## src/rtl/cwm_rd_sched.sv

```systemverilog
// Credit-gated read scheduler for the coefficient/weight memory (CWM).
// Walks a block of rows n_rep times, issuing at most one read per cycle
// and only while the downstream weight buffer has a free slot. After the
// last read it waits out the memory latency before pulsing done.
module cwm_rd_sched #(
    parameter int DEPTH   = 4096,
    parameter int LATENCY = 3,
    parameter int CREDITS = 8,
    localparam int AW     = $clog2(DEPTH),
    localparam int CW     = $clog2(CREDITS + 1)
) (
    input  logic          clk,
    input  logic          rst,
    input  logic          start,
    input  logic [AW-1:0] base_addr,
    input  logic [AW:0]   n_rows,
    input  logic [15:0]   n_rep,
    input  logic          credit_ret,
    output logic          rd_en,
    output logic [AW-1:0] rd_addr,
    output logic          busy,
    output logic          done,
    output logic          err
);

    localparam int DW = (LATENCY > 1) ? $clog2(LATENCY) : 1;
    localparam logic [CW-1:0] CRED_MAX = CW'(CREDITS);
    localparam logic [AW-1:0] ADDR_TOP = AW'(DEPTH - 1);
    localparam logic [DW-1:0] DRAIN_LD = DW'(LATENCY - 1);

    typedef enum logic [1:0] {IDLE, RUN, DRAIN, FIN} state_t;

    state_t        state, state_nx;
    logic [CW-1:0] credits, cred_nx;
    logic          ovf;
    logic [DW-1:0] dcnt, dcnt_nx;

    logic [AW-1:0] lat_base;
    logic [AW:0]   lat_rows;
    logic [15:0]   lat_rep;
    logic          latch_cfg;

    logic [AW:0]   row_cnt, row_nx;
    logic [15:0]   rep_cnt, rep_nx;
    logic [AW-1:0] nxt_addr, addr_nx;
    logic [AW-1:0] rd_addr_nx;
    logic          issue_nx, no_issue;
    logic          pass_end, rep_end;

    // Address increment that wraps DEPTH-1 back to 0 for any DEPTH.
    function automatic logic [AW-1:0] addr_inc(input logic [AW-1:0] a);
        addr_inc = (a == ADDR_TOP) ? '0 : a + 1'b1;
    endfunction

    // Saturating credit update; MSB of the result flags an overflow attempt.
    function automatic logic [CW:0] credit_step(input logic [CW-1:0] c,
                                                input logic          take,
                                                input logic          give);
        credit_step = {1'b0, c};
        if (give && !take) begin
            if (c == CRED_MAX)
                credit_step = {1'b1, c};
            else
                credit_step = {1'b0, c + 1'b1};
        end else if (take && !give) begin
            credit_step = {1'b0, c - 1'b1};
        end
    endfunction

    assign pass_end = ((row_cnt + 1'b1) == lat_rows);
    assign rep_end  = ((rep_cnt + 16'd1) == lat_rep);

    // Next-state, credit and read-issue decisions for the coming cycle.
    always_comb begin
        state_nx  = state;
        dcnt_nx   = dcnt;
        row_nx    = row_cnt;
        rep_nx    = rep_cnt;
        addr_nx   = nxt_addr;
        latch_cfg = 1'b0;
        no_issue  = 1'b0;
        {ovf, cred_nx} = credit_step(credits, rd_en, credit_ret);

        case (state)
            IDLE: begin
                if (start) begin
                    state_nx  = RUN;
                    latch_cfg = 1'b1;
                    row_nx    = '0;
                    rep_nx    = '0;
                    addr_nx   = base_addr;
                    // An empty schedule spends one read-free cycle in RUN
                    no_issue  = (n_rows == '0) || (n_rep == '0);
                end
            end
            RUN: begin
                if ((lat_rows == '0) || (lat_rep == '0)) begin
                    state_nx = FIN;
                end else if (rd_en) begin
                    if (pass_end) begin
                        row_nx  = '0;
                        rep_nx  = rep_cnt + 16'd1;
                        addr_nx = lat_base;
                        if (rep_end) begin
                            state_nx = DRAIN;
                            dcnt_nx  = DRAIN_LD;
                        end
                    end else begin
                        row_nx  = row_cnt + 1'b1;
                        addr_nx = addr_inc(nxt_addr);
                    end
                end
            end
            DRAIN: begin
                if (dcnt == '0)
                    state_nx = FIN;
                else
                    dcnt_nx = dcnt - 1'b1;
            end
            FIN: begin
                state_nx = IDLE;
            end
            default: begin
                state_nx = IDLE;
            end
        endcase

        issue_nx   = (state_nx == RUN) && (cred_nx != '0) && !no_issue;
        rd_addr_nx = issue_nx ? addr_nx : rd_addr;
    end

    // Control registers: FSM, registered strobes, credits, sticky error.
    always_ff @(posedge clk) begin
        if (rst) begin
            state   <= IDLE;
            rd_en   <= 1'b0;
            rd_addr <= '0;
            busy    <= 1'b0;
            done    <= 1'b0;
            err     <= 1'b0;
            credits <= CRED_MAX;
            dcnt    <= '0;
        end else begin
            state   <= state_nx;
            rd_en   <= issue_nx;
            rd_addr <= rd_addr_nx;
            busy    <= (state_nx == RUN) || (state_nx == DRAIN);
            done    <= (state_nx == FIN);
            err     <= err | ovf;
            credits <= cred_nx;
            dcnt    <= dcnt_nx;
        end
    end

    // Schedule configuration and walk position; reloaded on every start.
    always_ff @(posedge clk) begin
        if (latch_cfg) begin
            lat_base <= base_addr;
            lat_rows <= n_rows;
            lat_rep  <= n_rep;
        end
        row_cnt  <= row_nx;
        rep_cnt  <= rep_nx;
        nxt_addr <= addr_nx;
    end

endmodule
```

## config.mk

```make
export PLATFORM = sky130hd
export DESIGN_NAME = cwm_rd_sched
export DESIGN_NICKNAME = d
export VERILOG_FILES = /design/src/rtl/cwm_rd_sched.sv
export SDC_FILE = /design/constraint.sdc
export NUM_CORES = 1
export LEC_CHECK = 0
export ABC_AREA = 1
export BUFFER_PORTS_ARGS = -buffer_cell sky130_fd_sc_hd__buf_2
export CORE_ASPECT_RATIO = 1.5
export CORE_MARGIN = 10
export CORE_UTILIZATION = 55
export DETAILED_ROUTE_END_ITERATION = 8
export PLACE_DENSITY = 0.8
export RECOVER_POWER = 100
export SKIP_LAST_GASP = 1
export SLEW_MARGIN = 15
export SYNTH_ARGS = -nofsm -noshare
export SYNTH_HDL_FRONTEND = slang
export SYNTH_SLANG_ARGS = --single-unit
```

## constraint.sdc

```tcl
create_clock -name clk -period 5.57 [get_ports clk]
set_clock_uncertainty 0.05 [all_clocks]
set_input_delay 1.671 -clock clk [delete_from_list [all_inputs] [get_ports clk]]
set_output_delay 1.671 -clock clk [all_outputs]
set_load 0.01 [all_outputs]
```

# Word-level counts from Yosys, hierarchy flattened
# Cells that the tools add are included.
[classes]
n_eq_ne = 16
n_bitwise = 1
muxes = 36
n_addsub = 6
n_reduce_logical = 22
[ops]
columns = ["op", "n"]
rows = [
  ["$mux 16", 4],
  ["$mux 12", 5],
  ["$mux 13", 4],
  ["$logic_not 16->1", 2],
  ["$pmux 16 s2", 1],
  ["$logic_not 13->1", 2],
  ["$pmux 13 s2", 1],
  ["$pmux 12 s2", 1],
  ["$mux 2", 11],
  ["$add 16x1->16 const B", 1],
  ["$eq 16x16->1", 1],
  ["$add 13x1->13 const B", 1],
  ["$eq 13x13->1", 1],
  ["$add 12x1->12 const B", 1],
  ["$eq 12x12->1 const B", 1],
  ["$ne 2x2->1 const B", 6],
  ["$mux 5", 2],
  ["$eq 2x2->1 const B", 4],
  ["$pmux 2 s4", 1],
  ["$reduce_and 6->1", 1],
  ["$reduce_and 5->1", 1],
  ["$add 4x1->4 const B", 1],
  ["$eq 2x1->1 const B", 2],
  ["$eq 4x4->1 const B", 1],
  ["13 further kinds", 25],
]
[totals]
out_inout_bits = 16
wordCells = 95
ff_bits = 106

# Longest topological paths before layout
[logic_depth]
ltp_word = 10
ltp_mapped = 23

# Least setup slack after synthesis
# OpenSTA, ideal clock, no wires.
[synth_path]
path_type = "in2reg"
startpoint = "in start"
endpoint = "reg rd_addr[1]"
required_ns = 5.398
path_slack_ns = 1.160
path_buffers = 1
cell_stages = 10
t_arrival_ns = 4.238
setup_time_ns = 0.122
cell_sequence = "nand2_1 > clkinv_1 > a211oi_1 > nand2_1 > ha_1 > nand2_1 > nor2_1 > buf_4 > o21ai_0 > a21oi_2"
[synth_between]
elab_chain_len = 5
[synth_lines]
columns = ["element", "line", "text"]
rows = [
  ["start, declared", "14", "input logic start,"],
  ["$mux 2", "86", "if (start) begin"],
  ["$pmux 2 s4", "84", "case (state)"],
  ["via state_nx[0]", "33", "state_t state, state_nx;"],
  ["$eq 2x1->1", "128", "issue_nx = (state_nx == RUN) && (cred_nx != '0) && !no_issue;"],
  ["$logic_and 1x1->1 (2 in a row)", "128", ""],
  ["end signal, assigned", "146", "rd_addr <= rd_addr_nx;"],
  ["end, declared", "20", "output logic [AW-1:0] rd_addr,"],
]
# The timed path passes the listed nets, and every way through them passes these cells.
# A chain may end at the register's enable or synchronous reset.

# Worst setup path in the final report
[layout_path]
startpoint = "in start"
endpoint = "reg rd_addr[0]"
[layout_between]
elab_chain_len = 5
[layout_lines]
columns = ["element", "line"]
rows = [
  ["$mux 2", "86"],
  ["$pmux 2 s4", "84"],
  ["$eq 2x1->1", "128"],
  ["$logic_and 1x1->1 (2 in a row)", "128"],
]
# Parallel ways exist; a longest one is shown, timed or not.

==> flow_summary.toml <==
[die]
die_area_sq_um = 16060
rows = 47
pin_count = 61
die_x_um = 106.9
core_sq_um = 11060
initial_utilization = 0.5630
die_h_um = 150.3

[timing]
relSlewSlack = -0.7750
period_needed_ns = 4.426
slew_viol_final = 50
final-setup-viol-count = 0
tightest_slew_ns = 2.663
setup_tns_ns = 0
rsz0062_at_grt = "false"
min_period_over_period = 0.7947
finalHoldViolCount = 0
clock.fmax_ghz = 0.2259

[yosys]
synth_edf_count = 70
synthCells = 819
synth_top_area_frac = 0.3377
ys_seq_area_frac = 0.4535
yosysWarnings = 0
synth_cell_type_count = 43
syn-cell-area_sq_um = 6225
ys.flop_type = "edfxtp_1"
synth_top_area_cell = "edfxtp_1"
ys_ff_latch = 106
syn_avg_cell_area_sq_um = 7.600
yosys-top-cells-area = "edfxtp_1 34%, nand2_1 14%, dfxtp_1 12%"
async_flop_share = 0
synth_nets = 872

[cts]
ctsHoldBuffers = 0
postCtsResizedCells = 0
cts_setup_buffers = 0
numCtsBuffers = 9
path_clk_slew_ns = 0.07
h-tree-depth = 3
cts.sinks = 106
cts_tree = "built"
cts_root_buf = "clkbuf_16"
cts_buffer_depth = 2
insertion_delay_ns = 0.35

[worst_hold_path]
whs_path_depth = 2
hp-class = "reg -> reg"

[place]
routabilityCongestion = 0.9386
placed_cell_area_sq_um = 6564
dpl.hpwl_um = 11320
portBuffers = 60

[outcome]
failed_checks = "capacitance limit, slew limit"
status = "finished with violations"

[layout]
n_fill_cell = 1065
fin_nets = 929
multiInputGateArea_sq_um = 2734
syn_to_final_growth_pct = 9.186
layout_common_cells = "232 x nand2_1, 121 x inv_1, 96 x nor2_1"
seqCellArea_sq_um = 2823
stdcell_area_sq_um = 6797
post-route-util = 0.6148
drive_gt1_frac = 0.06016
final_common_cell = "nand2_1"
diodes = 0

[critical_path]
crit_top_cell = "nand2_1"
crit_type = "in -> reg"
cp.arrival_ns = 4.66
cp_slowest_cell = "clkbuf_1"
crit_fanout = 49
start_kind = "input port"
rr_worst_depth = 20
end_kind = "register"
worst_ep_required_time_ns = 5.81
path_cells = "buf_2 > nand2_1 > clkinv_1 > clkbuf_1 > nand2_1 > nand2_1 > o21ai_0 > nand2_1 > nand2_1 > a21oi_2"
max_stage_delay_ns = 1.89

[power_and_ir_drop]
power.density_nw_per_um2 = 323.2
p_leak_uw = 0.003007
ir_worst_vdd_v = 0.0002790

[routing]
firstDrtPassIters = 5
ant_nets = 0
drc = 0
drt-wirelength-per-cell_um = 14.68
drt_iter0_drc = 301
drt_wl_total_um = 15090
vias_per_cell = 5.328
vias = 5477

[grt]
grt_pass1_wl_um = 24910
grt_usage = 0.1909
grt_pass1_vias = 5512
antenna_found_initial = 0
grt_max_degree = 50
globalRouteOverflowTotal = 0

[run]
max-cap-violations = 1
-- power breakdown --
part           switching [uW]  internal, uW
Sequential               80.7           941
Combinational             295           152
Clock                     288           439
Total                     664          1530
-- sequential cells by signal (all words and copies together) (netlist names), 4 cells and up --
signal	count
lat_rows	13
credits	4
row_cnt	13
nxt_addr	12
lat_base	12
rep_cnt	16
lat_rep	16
rd_addr	12
-- cell usage after synthesis (3+ instances only) --
cell type	instances
a21oi_2	10
a21oi_1	25
buf_6	3
nor3_1	8
o21bai_1	4
xor2_1	10
nand3_2	3
nand4_1	18
o22ai_1	4
o21ai_0	29
nand3b_1	7
nor2_2	6
edfxtp_1	70
dfxtp_1	36
nand2_1	225
inv_1	121
clkbuf_8	4
nand2_2	11
nor4_1	10
ha_1	8
clkbuf_1	3
nor2_1	93
xnor2_1	5
nand3_1	82
-- worst max-delay path: cells and delay by family --
kind                   cells  cell delay (ns)
AOI/OAI and AO/OA          2             0.22
buffers and inverters      3             2.10
and+or+nand+nor            5             0.64
-- cell families (layout without fill, tap and decap cells) --
family / after synthesis / after routing / share of synthesized area
adders and majority gates: 8 / 8 / 0.01608
xor gates and xnor gates: 15 / 15 / 0.02110
DFF: 106 / 106 / 0.4535
and+or+nand+nor: 471 / 471 / 0.3339
buffers and inverters: 140 / 202 / 0.1015
AOI/OAI and AO/OA: 79 / 79 / 0.07397
-- layer usage --
metal,up-vias,global-route usage,part of all wire
met5,-,0,0
met3,33,0.03466,0.039
met1,2531,0.1939,0.39
met2,127,0.3671,0.55
li1,2786,-,-
met4,0,0.08288,0.027
-- per-stage QoR --
step	worst slack, ns	cells	power, uW	hold WS [ns]
floorplan	1.160	819	1374	0.4016
global placement	1.846	1012	1481	0.3959
detailed placement	1.719	1012	1495	0.4263
CTS	1.843	1028	2218	0.4384
global route	0.7825	1028	2306	0.4805
finish	1.144	1028	2197	0.4382
-- path summary, 6_finish.rpt --
| kind | start | end | slack, ns |
|---|---|---|---|
| worst min register to register | err | err | 0.44 |
| worst min-delay path | err | err | 0.44 |
| worst max-delay path | start | rd_addr[0] | 1.14 |
| worst max register to register | rep_cnt[0] | rd_addr[2] | 1.79 |
-- final cells by class --
type,count,area share
Tap cell,147,0.02706
Clock buffer,9,0.03314
Multi-Input combinational cell,573,0.4022
Inverter,123,0.06793
Clock inverter,7,0.01712
Sequential cell,106,0.4153
Timing Repair Buffer,63,0.03719
Power figures use the tool's default switching activity.
